===== src/rtl/multicycle_alu.sv =====
// Multicycle ALU: latches operands on START, then runs 1, WIDTH or n steps
// (single-cycle ops, shift-add multiply, bit-serial shifts) before
// publishing a registered RESULT/ZERO together with a one-cycle DONE pulse.
module multicycle_alu #(
  parameter int WIDTH = 8
) (
  input  logic             CLK,
  input  logic             RESET,
  input  logic             START,
  input  logic [WIDTH-1:0] DATA1,
  input  logic [WIDTH-1:0] DATA2,
  input  logic [2:0]       SELECT,
  output logic [WIDTH-1:0] RESULT,
  output logic             ZERO,
  output logic             BUSY,
  output logic             DONE
);

  localparam int SHW = $clog2(WIDTH);
  localparam int CW  = $clog2(WIDTH + 1);

  localparam logic [2:0] OP_FWD = 3'b000;
  localparam logic [2:0] OP_ADD = 3'b001;
  localparam logic [2:0] OP_AND = 3'b010;
  localparam logic [2:0] OP_OR  = 3'b011;
  localparam logic [2:0] OP_MUL = 3'b100;
  localparam logic [2:0] OP_SLL = 3'b101;
  localparam logic [2:0] OP_SRA = 3'b110;

  typedef enum logic {
    IDLE = 1'b0,
    EXEC = 1'b1
  } state_t;

  state_t r_state;
  state_t w_stateNext;

  logic [WIDTH-1:0] r_a;
  logic [WIDTH-1:0] r_b;
  logic [2:0]       r_sel;
  logic [WIDTH-1:0] r_acc;
  logic [CW-1:0]    r_count;
  logic [WIDTH-1:0] r_result;
  logic             r_zero;
  logic             r_done;

  logic             w_accept;
  logic             w_lastStep;
  logic [CW-1:0]    w_steps;
  logic [WIDTH-1:0] w_product;
  logic [WIDTH-1:0] w_shl;
  logic [WIDTH-1:0] w_sra;
  logic             w_shiftEn;
  logic [WIDTH-1:0] w_opResult;

  assign w_accept   = (r_state == IDLE) && START;
  assign w_lastStep = (r_state == EXEC) && (r_count == CW'(1));

  // Shift-add partial product and single-bit shifts of the working operand
  assign w_product = r_acc + (r_b[0] ? r_a : '0);
  assign w_shl     = {r_a[WIDTH-2:0], 1'b0};
  assign w_sra     = {r_a[WIDTH-1], r_a[WIDTH-1:1]};
  assign w_shiftEn = (r_b[SHW-1:0] != '0);

  // State register; reset forces IDLE immediately
  always_ff @(posedge CLK or posedge RESET) begin
    if (RESET) begin
      r_state <= IDLE;
    end else begin
      r_state <= w_stateNext;
    end
  end

  // Next state: leave IDLE on START, return once the last step is done
  always_comb begin
    w_stateNext = r_state;
    case (r_state)
      IDLE:    if (START) w_stateNext = EXEC;
      EXEC:    if (r_count == CW'(1)) w_stateNext = IDLE;
      default: w_stateNext = IDLE;
    endcase
  end

  // Step count for an op about to be accepted; a zero shift still takes one step
  always_comb begin
    w_steps = CW'(1);
    case (SELECT)
      OP_MUL:         w_steps = CW'(WIDTH);
      OP_SLL, OP_SRA: if (DATA2[SHW-1:0] != '0) w_steps = CW'(DATA2[SHW-1:0]);
      default:        w_steps = CW'(1);
    endcase
  end

  // Value produced by the current step; on the last step this is the result
  always_comb begin
    w_opResult = '0;
    case (r_sel)
      OP_FWD:  w_opResult = r_b;
      OP_ADD:  w_opResult = r_a + r_b;
      OP_AND:  w_opResult = r_a & r_b;
      OP_OR:   w_opResult = r_a | r_b;
      OP_MUL:  w_opResult = w_product;
      OP_SLL:  w_opResult = w_shiftEn ? w_shl : r_a;
      OP_SRA:  w_opResult = w_shiftEn ? w_sra : r_a;
      default: w_opResult = '0;
    endcase
  end

  // Operand latch, step counter and per-step working registers
  always_ff @(posedge CLK or posedge RESET) begin
    if (RESET) begin
      r_a     <= '0;
      r_b     <= '0;
      r_sel   <= '0;
      r_acc   <= '0;
      r_count <= '0;
    end else if (w_accept) begin
      r_a     <= DATA1;
      r_b     <= DATA2;
      r_sel   <= SELECT;
      r_acc   <= '0;
      r_count <= w_steps;
    end else if (r_state == EXEC) begin
      r_count <= r_count - CW'(1);
      case (r_sel)
        OP_MUL: begin
          r_acc <= w_product;
          r_a   <= w_shl;
          r_b   <= {1'b0, r_b[WIDTH-1:1]};
        end
        OP_SLL, OP_SRA: r_a <= w_opResult;
        default: ;
      endcase
    end
  end

  // Result, zero flag and completion pulse, updated only on the last step
  always_ff @(posedge CLK or posedge RESET) begin
    if (RESET) begin
      r_result <= '0;
      r_zero   <= 1'b1;
      r_done   <= 1'b0;
    end else begin
      r_done <= w_lastStep;
      if (w_lastStep) begin
        r_result <= w_opResult;
        r_zero   <= (w_opResult == '0);
      end
    end
  end

  assign RESULT = r_result;
  assign ZERO   = r_zero;
  assign BUSY   = (r_state == EXEC);
  assign DONE   = r_done;

endmodule


===== config.mk =====
export PLATFORM = sky130hd
export DESIGN_NAME = multicycle_alu
export DESIGN_NICKNAME = d
export VERILOG_FILES = /design/src/rtl/multicycle_alu.sv
export SDC_FILE = /design/constraint.sdc
export NUM_CORES = 1
export LEC_CHECK = 0
export BUFFER_PORTS_ARGS = -buffer_cell sky130_fd_sc_hd__buf_2
export CORE_MARGIN = 5
export CORE_UTILIZATION = 50
export CTS_BUF_LIST = sky130_fd_sc_hd__clkbuf_4
export CTS_CLUSTER_SIZE = 20
export DETAILED_ROUTE_END_ITERATION = 10
export GPL_TIMING_DRIVEN = 1
export PLACE_DENSITY = 0.71
export SLEW_MARGIN = 20
export SYNTH_ARGS = -nofsm -noshare
export SYNTH_HDL_FRONTEND = slang
export SYNTH_SLANG_ARGS = --single-unit

===== constraint.sdc =====
create_clock -name CLK -period 2.8 [get_ports CLK]
set_input_delay 0.28 -clock CLK [delete_from_list [all_inputs] [get_ports CLK]]
set_output_delay 0.28 -clock CLK [all_outputs]
set_load 0.02 [all_outputs]

==> results.json, run 1 <==
{
  "clkSlewWorstSetupHoldPaths_ps": 140,
  "maxCapViolCount": 0,
  "area_growth_pct": 13.41,
  "gr-max-usage-layer": "met2",
  "cellPowerDensity_mw_per_mm2": 1225,
  "reg2reg_slack_ps": 110,
  "drv_slew": 0,
  "synth_top_family_by_area": "compound AO/OA/AOI/OAI gates",
  "synthCells": 384,
  "syn_nets": 433,
  "critical-path-slowest-cell": "fa_1",
  "endpoint_kind": "flip-flop",
  "synth_cell_type_count": 65,
  "worstReg2RegEnd": "RESULT[6]$_DFFE_PP0P_",
  "critPathMaxFanout": 4,
  "coreArea_mm2": 0.006350,
  "critPathMostFrequentCell": "ha_2",
  "finalCriticalPeriod_ps": 2690,
  "grtUsageMet1_pct": 31.87,
  "synth_xor_area_share_pct": 3.401,
  "critPathKind": "reg2reg",
  "root_buffer": "clkbuf_4",
  "drtIter0Drc": 254,
  "power_mw": 4.549,
  "gp_congestion": 0.9829,
  "finalSetupTns_ps": 0,
  "vias": 3170,
  "die_height_um": 90.93,
  "dpl-instance-area_mm2": 0.003585,
  "clock_skew_ps": 14.28,
  "cts_tree": "done",
  "critical_path_arrival_ps": 2960,
  "grt_pass1_vias": 3044,
  "cts_hold_buf": 0,
  "yosysTopAreaCell": "dfrtp_1",
  "wl_per_cell_um": 18.32,
  "muxShareOfSynthArea_pct": 3.821,
  "antenna_found_initial": 0,
  "clock.fmax_ghz": 0.3718,
  "io_pins": 33,
  "fin_area_mm2": 0.003714,
  "syn-mean-instance-area_um2": 8.527,
  "use_met2_pct": 35.04,
  "setup_viol": 0,
  "hpwl_um": 7068,
  "yosys.area_share.simple_pct": 20.10,
  "critical_path.startpoint_type": "flip-flop",
  "fin_crit_sh_pct": 96.06,
  "outcome": "finished clean",
  "yosysTopAreaCellShare_pct": 31.33,
  "ff2ff_path_depth": 10,
  "crit_chain": "ha_2 -> ha_2 -> inv_1 -> fa_1 -> nand2b_1 -> a21oi_2 -> nor4_1 -> a311oi_1 -> o211ai_1 -> mux2_2",
  "grt_overflow_total": 0,
  "cts-buffers-inserted": 5,
  "die-area_mm2": 0.008267,
  "synthArstFlopShare_pct": 100.0,
  "vias_per_cell": 6.290,
  "nFillCells": 575,
  "irDropWorstVdd_mv": 0.6061,
  "drtPass1Iterations": 5,
  "synth.cell_area_mm2": 0.003274,
  "cp_data_required_time_ps": 3070,
  "yosysWarnings": 0,
  "drc": 0,
  "die_w_um": 90.93,
  "use_met3_pct": 3.167,
  "synth_edf_count": 0,
  "ys_seq_elements": 42,
  "drt.antenna.violating_nets": 0,
  "min_path_type": "in2async",
  "synth.area.top_cells": "dfrtp_1, ha_1, nand2_1",
  "cp_slowest_stage_delay_ps": 400,
  "hold_viol": 0,
  "insertion_delay_ps": 370,
  "layout.nets": 475,
  "r2r_start": "r_a[0]$_DFFE_PP0P_",
  "grt_max_degree": 43,
  "initial_utilization_pct": 51.57,
  "tightest_slew_ps": 706.4,
  "port_buffers": 32,
  "drive_gt1_share_pct": 19.20,
  "cts_sinks": 42,
  "grt_pass1_wl_um": 15260,
  "synth-seq-area-share_pct": 32.14,
  "synth_ff_type": "dfrtp_1",
  "grt_usage_pct": 22.48,
  "cts.htree.levels": 2,
  "totalWireLength_um": 9232,
  "clock_path_buffers": 2,
  "synth_compound_area_share_pct": 24.34,
  "antenna_cells": 0,
  "synth_fa_ha_area_share_pct": 10.78,
  "row_count": 29,
  "power.leakage_nw": 1.687,
  "maxSlewHeadroom_pct": 52.70
}
## cell usage after synthesis (all sizes together), types with 8 or more instances
library cell,n
dfrtp,41
inv,25
clkbuf,9
mux2i,8
ha,25
a211oi,11
nor2,35
o21ai,24
nor3,8
a21oi,17
a22oi,16
o31ai,8
nor2b,8
nand2,47
## layout make-up
type	instances	area, um^2	share of cell area (%)
tap	77	96.34	2.594
timing repair buffer	51	302.8	8.154
inverter	27	105.1	2.830
clock inverter	2	37.54	1.011
multi-input combinational	299	2073	55.83
sequential	42	1054	28.37
clock buffer	6	45.04	1.213
## layout by cell type (no fill, tap or decap), drive strengths merged, types with 2 or more instances in the layout
master | Yosys | final
buf | 7 | 51
nand2 | 47 | 47
dfrtp | 41 | 41
nor2 | 35 | 35
inv | 25 | 25
ha | 25 | 25
o21ai | 24 | 24
a21oi | 17 | 17
a22oi | 16 | 16
a211oi | 11 | 11
nor2b | 8 | 8
nor3 | 8 | 8
mux2i | 8 | 8
o31ai | 8 | 8
nor3b | 7 | 7
xor2 | 6 | 6
clkbuf | 9 | 6
o2bb2ai | 5 | 5
o211ai | 5 | 5
nand2b | 5 | 5
nand3 | 5 | 5
xnor2 | 4 | 4
nand4 | 4 | 4
a21o | 4 | 4
mux2 | 4 | 4
a221oi | 3 | 3
o22a | 3 | 3
o221ai | 3 | 3
o22ai | 3 | 3
or4 | 3 | 3
or3 | 2 | 2
o21a | 2 | 2
or2 | 2 | 2
a31oi | 2 | 2
clkinvlp | 0 | 2
a22o | 2 | 2
fa | 2 | 2
nor4b | 2 | 2
## sequential cells by signal (all words and copies together) (netlist names)
name	cells
DONE	1
r_a	8
BUSY	1
RESULT	8
r_sel	3
r_b	8
r_acc	8
ZERO	1
r_count	4
## worst max path at each step
stage                       endpoint  cells after the start          startpoint
2_1_floorplan       ZERO$_DFFE_PP1P_                     10  r_b[0]$_DFFE_PP0P_
3_3_place_gp        ZERO$_DFFE_PP1P_                     10  r_b[0]$_DFFE_PP0P_
3_5_place_dp        ZERO$_DFFE_PP1P_                     10  r_a[0]$_DFFE_PP0P_
4_1_cts             ZERO$_DFFE_PP1P_                     10  r_a[0]$_DFFE_PP0P_
5_1_grt             ZERO$_DFFE_PP1P_                      8  r_a[0]$_DFFE_PP0P_
6_report       RESULT[6]$_DFFE_PP0P_                     10  r_a[0]$_DFFE_PP0P_
## report_power, final
| group | switching [mW] | internal (mW) | total (mW) |
|---|---|---|---|
| logic | 1.75 | 1.18 | 2.92 |
| registers | 0.321 | 0.889 | 1.21 |
| clock network | 0.221 | 0.198 | 0.419 |
## critical path, delay by kind of cell (launching register included)
kind            cells  cell delay [ps]
fa+ha+maj           3              820
compound gates      3              760
flops               1              380
simple gates        2              290
mux                 1              290
buf+inv             1               60
## through the flow
stage	instances	hold slack, ps	util [%]	setup WS, ps
finish	504	17.44	58.48	110.4
global route	504	69.03	58.48	-22.15
CTS	502	27.18	57.75	4.072
detailed placement	494	446.2	56.45	33.54
global placement	494	438.7	56.45	130.3
floorplan	384	385.4	-	371.2
## timing repair
item,CTS,global route
resized for setup,0,8
endpoints found under the setup margin,0,3
buffers inserted,0,2
## logic make-up after synthesis
| logic type | after synthesis |
|---|---|
| AO/OA/AOI/OAI | 116 |
| XOR/XNOR | 11 |
| adder cells (fa/ha/maj) | 27 |
| buffers and inverters | 43 |
| flip-flops | 42 |
| multiplexers | 12 |
| AND/OR/NAND/NOR | 133 |
## metal layers
layer	share of wire, %	up-vias
li1	-	1487
met1	45	1529
met2	46	132
met3	6.4	22
met4	2.3	0
met5	0	-
Power figures use the tool's default switching activity.
==> run 2: changes to the inputs <==
--- a/config.mk
+++ b/config.mk
@@ -7,12 +7,12 @@
 export LEC_CHECK = 0
 export BUFFER_PORTS_ARGS = -buffer_cell sky130_fd_sc_hd__buf_2
 export CORE_MARGIN = 5
-export CORE_UTILIZATION = 50
+export CORE_UTILIZATION = 62
 export CTS_BUF_LIST = sky130_fd_sc_hd__clkbuf_4
 export CTS_CLUSTER_SIZE = 20
 export DETAILED_ROUTE_END_ITERATION = 10
 export GPL_TIMING_DRIVEN = 1
-export PLACE_DENSITY = 0.71
+export PLACE_DENSITY = 0.85
 export SLEW_MARGIN = 20
 export SYNTH_ARGS = -nofsm -noshare
 export SYNTH_HDL_FRONTEND = slang
==> run 2 against run 1 <==
Against the previous run:
- worst hold slack gained 11 ps
- largest cell class unchanged
- sequential share of layout area grew 0.19 points
- wire length shrank 3.7%
- utilization grew 14 points
- final cell count shrank 1.4%
- final area shrank 0.77%
- fmax shrank 1.1%
==> results.json, run 2 (same netlist as run 1, synthesis figures left out) <==
{
  "power.leakage_nw": 1.703,
  "ff2ff_path_depth": 10,
  "dpl-instance-area_mm2": 0.003561,
  "fin_area_mm2": 0.003685,
  "antenna_found_initial": 0,
  "crit_chain": "ha_1 -> ha_1 -> inv_1 -> fa_1 -> nand2b_1 -> a21oi_1 -> xor2_1 -> a211oi_1 -> nand4_1 -> o41ai_2",
  "critPathKind": "reg2reg",
  "critPathMaxFanout": 5,
  "outcome": "finished clean",
  "area_growth_pct": 12.53,
  "grt_usage_pct": 28.99,
  "clkSlewWorstSetupHoldPaths_ps": 140,
  "clock.fmax_ghz": 0.3677,
  "fin_crit_sh_pct": 97.12,
  "cellPowerDensity_mw_per_mm2": 1222,
  "path_buf_inv": 1,
  "die_w_um": 82.67,
  "vias": 3179,
  "drtIter0Drc": 411,
  "gp_congestion": 1.004,
  "cp_slowest_stage_delay_ps": 470,
  "port_buffers": 32,
  "coreArea_mm2": 0.005107,
  "finalCriticalPeriod_ps": 2719,
  "cp_data_required_time_ps": 3080,
  "row_count": 26,
  "cpLargestDelayFamily": "compound AO/OA/AOI/OAI gates",
  "cts-buffers-inserted": 5,
  "cts_tree": "done",
  "drtPass1Iterations": 5,
  "reg2reg_slack_ps": 80,
  "wl_per_cell_um": 17.88,
  "min_path_type": "in2async",
  "hpwl_um": 6730,
  "critical-path-slowest-cell": "a211oi_1",
  "root_buffer": "clkbuf_4",
  "worstReg2RegEnd": "ZERO$_DFFE_PP1P_",
  "drv_slew": 0,
  "critical_path_arrival_ps": 3000,
  "utilization_pct": 72.15,
  "grt_pass1_wl_um": 15030,
  "io_pins": 33,
  "die_height_um": 82.67,
  "cts_sinks": 42,
  "drt.antenna.violating_nets": 0,
  "layout.nets": 475,
  "cp.depth": 10,
  "maxSlewHeadroom_pct": 54.44,
  "grt_overflow_total": 0,
  "clock_skew_ps": 21.62,
  "clock_path_buffers": 2,
  "maxCapViolCount": 0,
  "die-area_mm2": 0.006834,
  "critical_path.startpoint_type": "flip-flop",
  "initial_utilization_pct": 64.11,
  "endpoint_kind": "flip-flop",
  "critPathMostFrequentCell": "ha_1",
  "setup_viol": 0,
  "vias_per_cell": 6.396,
  "r2r_start": "r_b[0]$_DFFE_PP0P_",
  "cts_hold_buf": 0,
  "drc": 0,
  "tightest_slew_ps": 676.3,
  "grt_max_degree": 43,
  "drive_gt1_share_pct": 17.80,
  "irDropWorstVdd_mv": 0.7129,
  "layout_common_cells": "nand2_1, dfrtp_1, nor2_1, buf_2, ha_1",
  "hold_viol": 0,
  "grt_pass1_vias": 2986,
  "final_common_cell": "nand2_1",
  "holdWs_ps": 28.62,
  "totalWireLength_um": 8886,
  "insertion_delay_ps": 360,
  "antenna_cells": 0,
  "cts.htree.levels": 2
}
run 2: cell types whose count changed in the layout (fill, tap and decap cells not counted), sizes merged:
cell and delta:
clkbuf +1, clkinv +1, clkinvlp -2
run 2: worst register-to-register path: cells and delay by family, from the launching register on:
kind | cells | cell delay [ps]
xor gates and xnor gates | 1 | 120
buffers and inverters | 1 | 60
DFF | 1 | 440
and+or+nand+nor | 2 | 380
AOI/OAI and AO/OA | 3 | 870
adders and majority gates | 3 | 790
run 2: worst max path at each step:
| stage | slack, ps | endpoint | from |
|---|---|---|---|
| final | 80 | ZERO$_DFFE_PP1P_ | r_b[0]$_DFFE_PP0P_ |
| after global routing | -50 | ZERO$_DFFE_PP1P_ | r_b[0]$_DFFE_PP0P_ |
| after CTS | 2 | ZERO$_DFFE_PP1P_ | r_a[0]$_DFFE_PP0P_ |
| after detailed placement | -10 | ZERO$_DFFE_PP1P_ | r_b[0]$_DFFE_PP0P_ |
| after global placement | 180 | ZERO$_DFFE_PP1P_ | r_a[0]$_DFFE_PP0P_ |
| after floorplan | 370 | ZERO$_DFFE_PP1P_ | r_b[0]$_DFFE_PP0P_ |
run 2: per-layer routing:
metal / GRT usage, % / vias to the layer above / share of wire [%]
met5: 0 / - / 0
met4: 8.497 / 0 / 2.6
met3: 4.989 / 26 / 8.3
met2: 43.51 / 159 / 44
met1: 42.71 / 1501 / 45
li1: - / 1493 / -
run 2: repair_timing:
item	4_1_cts	5_1_grt
setup buffers	0	4
gates resized for setup	0	2
endpoints found under the hold margin	0	0
setup endpoints to repair	0	2
run 2: report_power, final:
part	switching, mW	total, mW	internal (mW)
clock network	0.204	0.413	0.209
logic	1.68	2.83	1.16
registers	0.367	1.25	0.887
run 2: cell type report:
type	instances	area, um^2
repair buffers	51	302.8
multi-input cells	299	2058
inverters	27	101.3
clock buffers	7	52.55
fillers	401	1423
flip-flops and latches	42	1052
clock inverters	1	30.03
well taps	70	87.58
run 2: per-stage QoR:
| step | TNS (ps) | worst slack, ps | total power [mW] | instances |
|---|---|---|---|---|
| 4_1_cts | 0 | 2.434 | 4.408 | 493 |
| 6_report | 0 | 80.61 | 4.501 | 497 |
| 2_1_floorplan | 0 | 371.2 | 3.190 | 384 |
| 5_1_grt | -47.19 | -47.19 | 4.888 | 497 |
| 3_3_place_gp | 0 | 180.6 | 3.931 | 485 |
| 3_5_place_dp | -11.20 | -11.20 | 3.985 | 485 |
==> run 3: changes to the inputs <==
--- a/config.mk
+++ b/config.mk
@@ -11,8 +11,10 @@
 export CTS_BUF_LIST = sky130_fd_sc_hd__clkbuf_4
 export CTS_CLUSTER_SIZE = 20
 export DETAILED_ROUTE_END_ITERATION = 10
+export GPL_ROUTABILITY_DRIVEN = 1
 export GPL_TIMING_DRIVEN = 1
 export PLACE_DENSITY = 0.85
+export SETUP_SLACK_MARGIN = 0.15
 export SLEW_MARGIN = 20
 export SYNTH_ARGS = -nofsm -noshare
 export SYNTH_HDL_FRONTEND = slang
==> run 3 against run 2 <==
Against the previous run:
- sequential share of layout area shrank 0.56 points
- critical endpoint unchanged
- register-to-register slack improved by 110 ps
- clock-buffer cell count unchanged
- largest cell class unchanged
- utilization up 1.5 points
- final area rose by 2.1%
- die area unchanged
- global-route usage increased by 0.14 points
- highest routed layer unchanged
- critical path type unchanged
- sequential power barely moved
==> results.json, run 3 (same netlist as run 1, synthesis figures left out) <==
{
  "crit_chain": "ha_2 -> buf_4 -> fa_1 -> a211oi_1 -> o21ai_0 -> nor3b_1 -> a211oi_2 -> nand4_1 -> o41ai_2",
  "vias": 3154,
  "vias_per_cell": 6.346,
  "path_buf_inv": 1,
  "drc": 0,
  "io_pins": 33,
  "wl_per_cell_um": 18.13,
  "clock.fmax_ghz": 0.3836,
  "cp_slowest_stage_delay_ps": 460,
  "area_growth_pct": 14.94,
  "critPathMaxFanout": 4,
  "drtIter0Drc": 379,
  "critical_path_arrival_ps": 2900,
  "grt_overflow_total": 0,
  "antenna_found_initial": 0,
  "clkSlewWorstSetupHoldPaths_ps": 140,
  "place_ws_ps": -11.20,
  "insertion_delay_ps": 370,
  "cp_data_required_time_ps": 3090,
  "cts-buffers-inserted": 5,
  "antenna_cells": 0,
  "port_buffers": 32,
  "cellPowerDensity_mw_per_mm2": 1229,
  "tightest_slew_ps": 668.2,
  "min_path_type": "in2async",
  "critical-path-slowest-cell": "dfrtp_2",
  "root_buffer": "clkbuf_4",
  "worstReg2RegEnd": "ZERO$_DFFE_PP1P_",
  "fin_crit_sh_pct": 93.11,
  "layout.nets": 475,
  "finalCriticalPeriod_ps": 2607,
  "seqCellArea_mm2": 0.001054,
  "drive_gt1_share_pct": 21.31,
  "grt_pass1_wl_um": 15080,
  "critical_path.startpoint": "r_b[0]$_DFFE_PP0P_",
  "gp_congestion": 1.004,
  "cts.htree.levels": 2,
  "endpoint": "ZERO$_DFFE_PP1P_",
  "coreArea_mm2": 0.005107,
  "fin_area_mm2": 0.003764,
  "reg2reg_slack_ps": 190,
  "maxSlewHeadroom_pct": 54.98,
  "r2r_start": "r_b[0]$_DFFE_PP0P_",
  "grt_max_degree": 43,
  "critical_path.startpoint_type": "flip-flop",
  "grt_pass1_vias": 3022,
  "finalSetupTns_ps": 0,
  "irDropWorstVdd_mv": 0.7256,
  "endpoint_kind": "flip-flop",
  "cts_sinks": 42,
  "drtPass1Iterations": 5,
  "power.leakage_nw": 1.713,
  "initial_utilization_pct": 64.11,
  "outcome": "finished clean",
  "rsz0062_at_grt": "true",
  "die-area_mm2": 0.006834,
  "die_w_um": 82.67,
  "clock_path_buffers": 2,
  "nFillCells": 393,
  "maxCapViolCount": 0,
  "setup_viol": 0,
  "hpwl_um": 6730,
  "setup_ws_ps": 192.9,
  "totalWireLength_um": 9013,
  "cpLargestDelayFamily": "compound AO/OA/AOI/OAI gates",
  "drt.antenna.violating_nets": 0,
  "die_height_um": 82.67,
  "ff2ff_path_depth": 9,
  "dpl-instance-area_mm2": 0.003561,
  "critPathKind": "reg2reg",
  "grt_usage_pct": 29.13,
  "cts_tree": "done",
  "clock_skew_ps": 18.07,
  "layout_common_cells": "nand2_1, dfrtp_1, nor2_1, buf_2, inv_1",
  "multi_input_area_mm2": 0.002132,
  "row_count": 26,
  "cp.depth": 9,
  "drv_slew": 0,
  "hold_viol": 0,
  "final_common_cell": "nand2_1"
}
-- run 3: worst reg2reg max path, cell delays in order (launching register included) --
cell and delay, ps:
dfrtp_2 460, ha_2 190, buf_4 140, fa_1 400, a211oi_1 270, o21ai_0 140, nor3b_1 160, a211oi_2 270
nand4_1 160, o41ai_2 340
-- run 3: where the power goes --
part	internal (mW)	switching, mW	total [mW]
combinational	1.21	1.74	2.95
clock	0.209	0.208	0.417
sequential	0.888	0.368	1.26
total	2.31	2.32	4.63
-- run 3: what timing repair did --
item	CTS	global route
hold buffers	0	0
gates resized for setup	3	16
cloned	0	0
endpoints found under the setup margin	2	4
pin swaps	2	4
setup buffers	3	1
-- run 3: worst min-delay path by stage --
stage / start / slack, ps / depth (start not counted) / endpoint
global route: RESET / 80 / 3 / RESULT[4]$_DFFE_PP0P_
finish: RESET / 20 / 3 / r_a[0]$_DFFE_PP0P_
detailed placement: RESET / 440 / 3 / r_count[3]$_DFFE_PP0P_
floorplan: SELECT[0] / 390 / 2 / r_sel[0]$_DFFE_PP0P_
global placement: RESET / 440 / 3 / DONE$_DFF_PP0_
CTS: RESET / 50 / 3 / r_b[1]$_DFFE_PP0P_
-- run 3: metrics by stage --
step                      utilization (%)  hold slack, ps  power, mW  cells
final                               73.69           18.07      4.626    497
after global routing                73.69           77.68      5.003    497
after CTS                           72.07           50.20      4.452    496
after detailed placement            69.72           442.7      3.985    485
after global placement              69.72           438.5      3.931    485
after floorplan                         -           385.4      3.190    384
-- run 3: cell type report --
| cell class | count | share of cell area, % |
|---|---|---|
| multi-input combinational | 299 | 56.65 |
| sequential | 42 | 27.99 |
| timing repair buffer | 51 | 8.045 |
| inverter | 27 | 2.793 |
| tap | 70 | 2.327 |
| clock buffer | 7 | 1.396 |
| clock inverter | 1 | 0.7979 |
-- run 3: metal layers --
layer	track usage (%)	share of wire [%]
met5	0	0
met4	10.13	3.0
met3	5.748	8.9
met2	43.51	44
met1	41.96	45
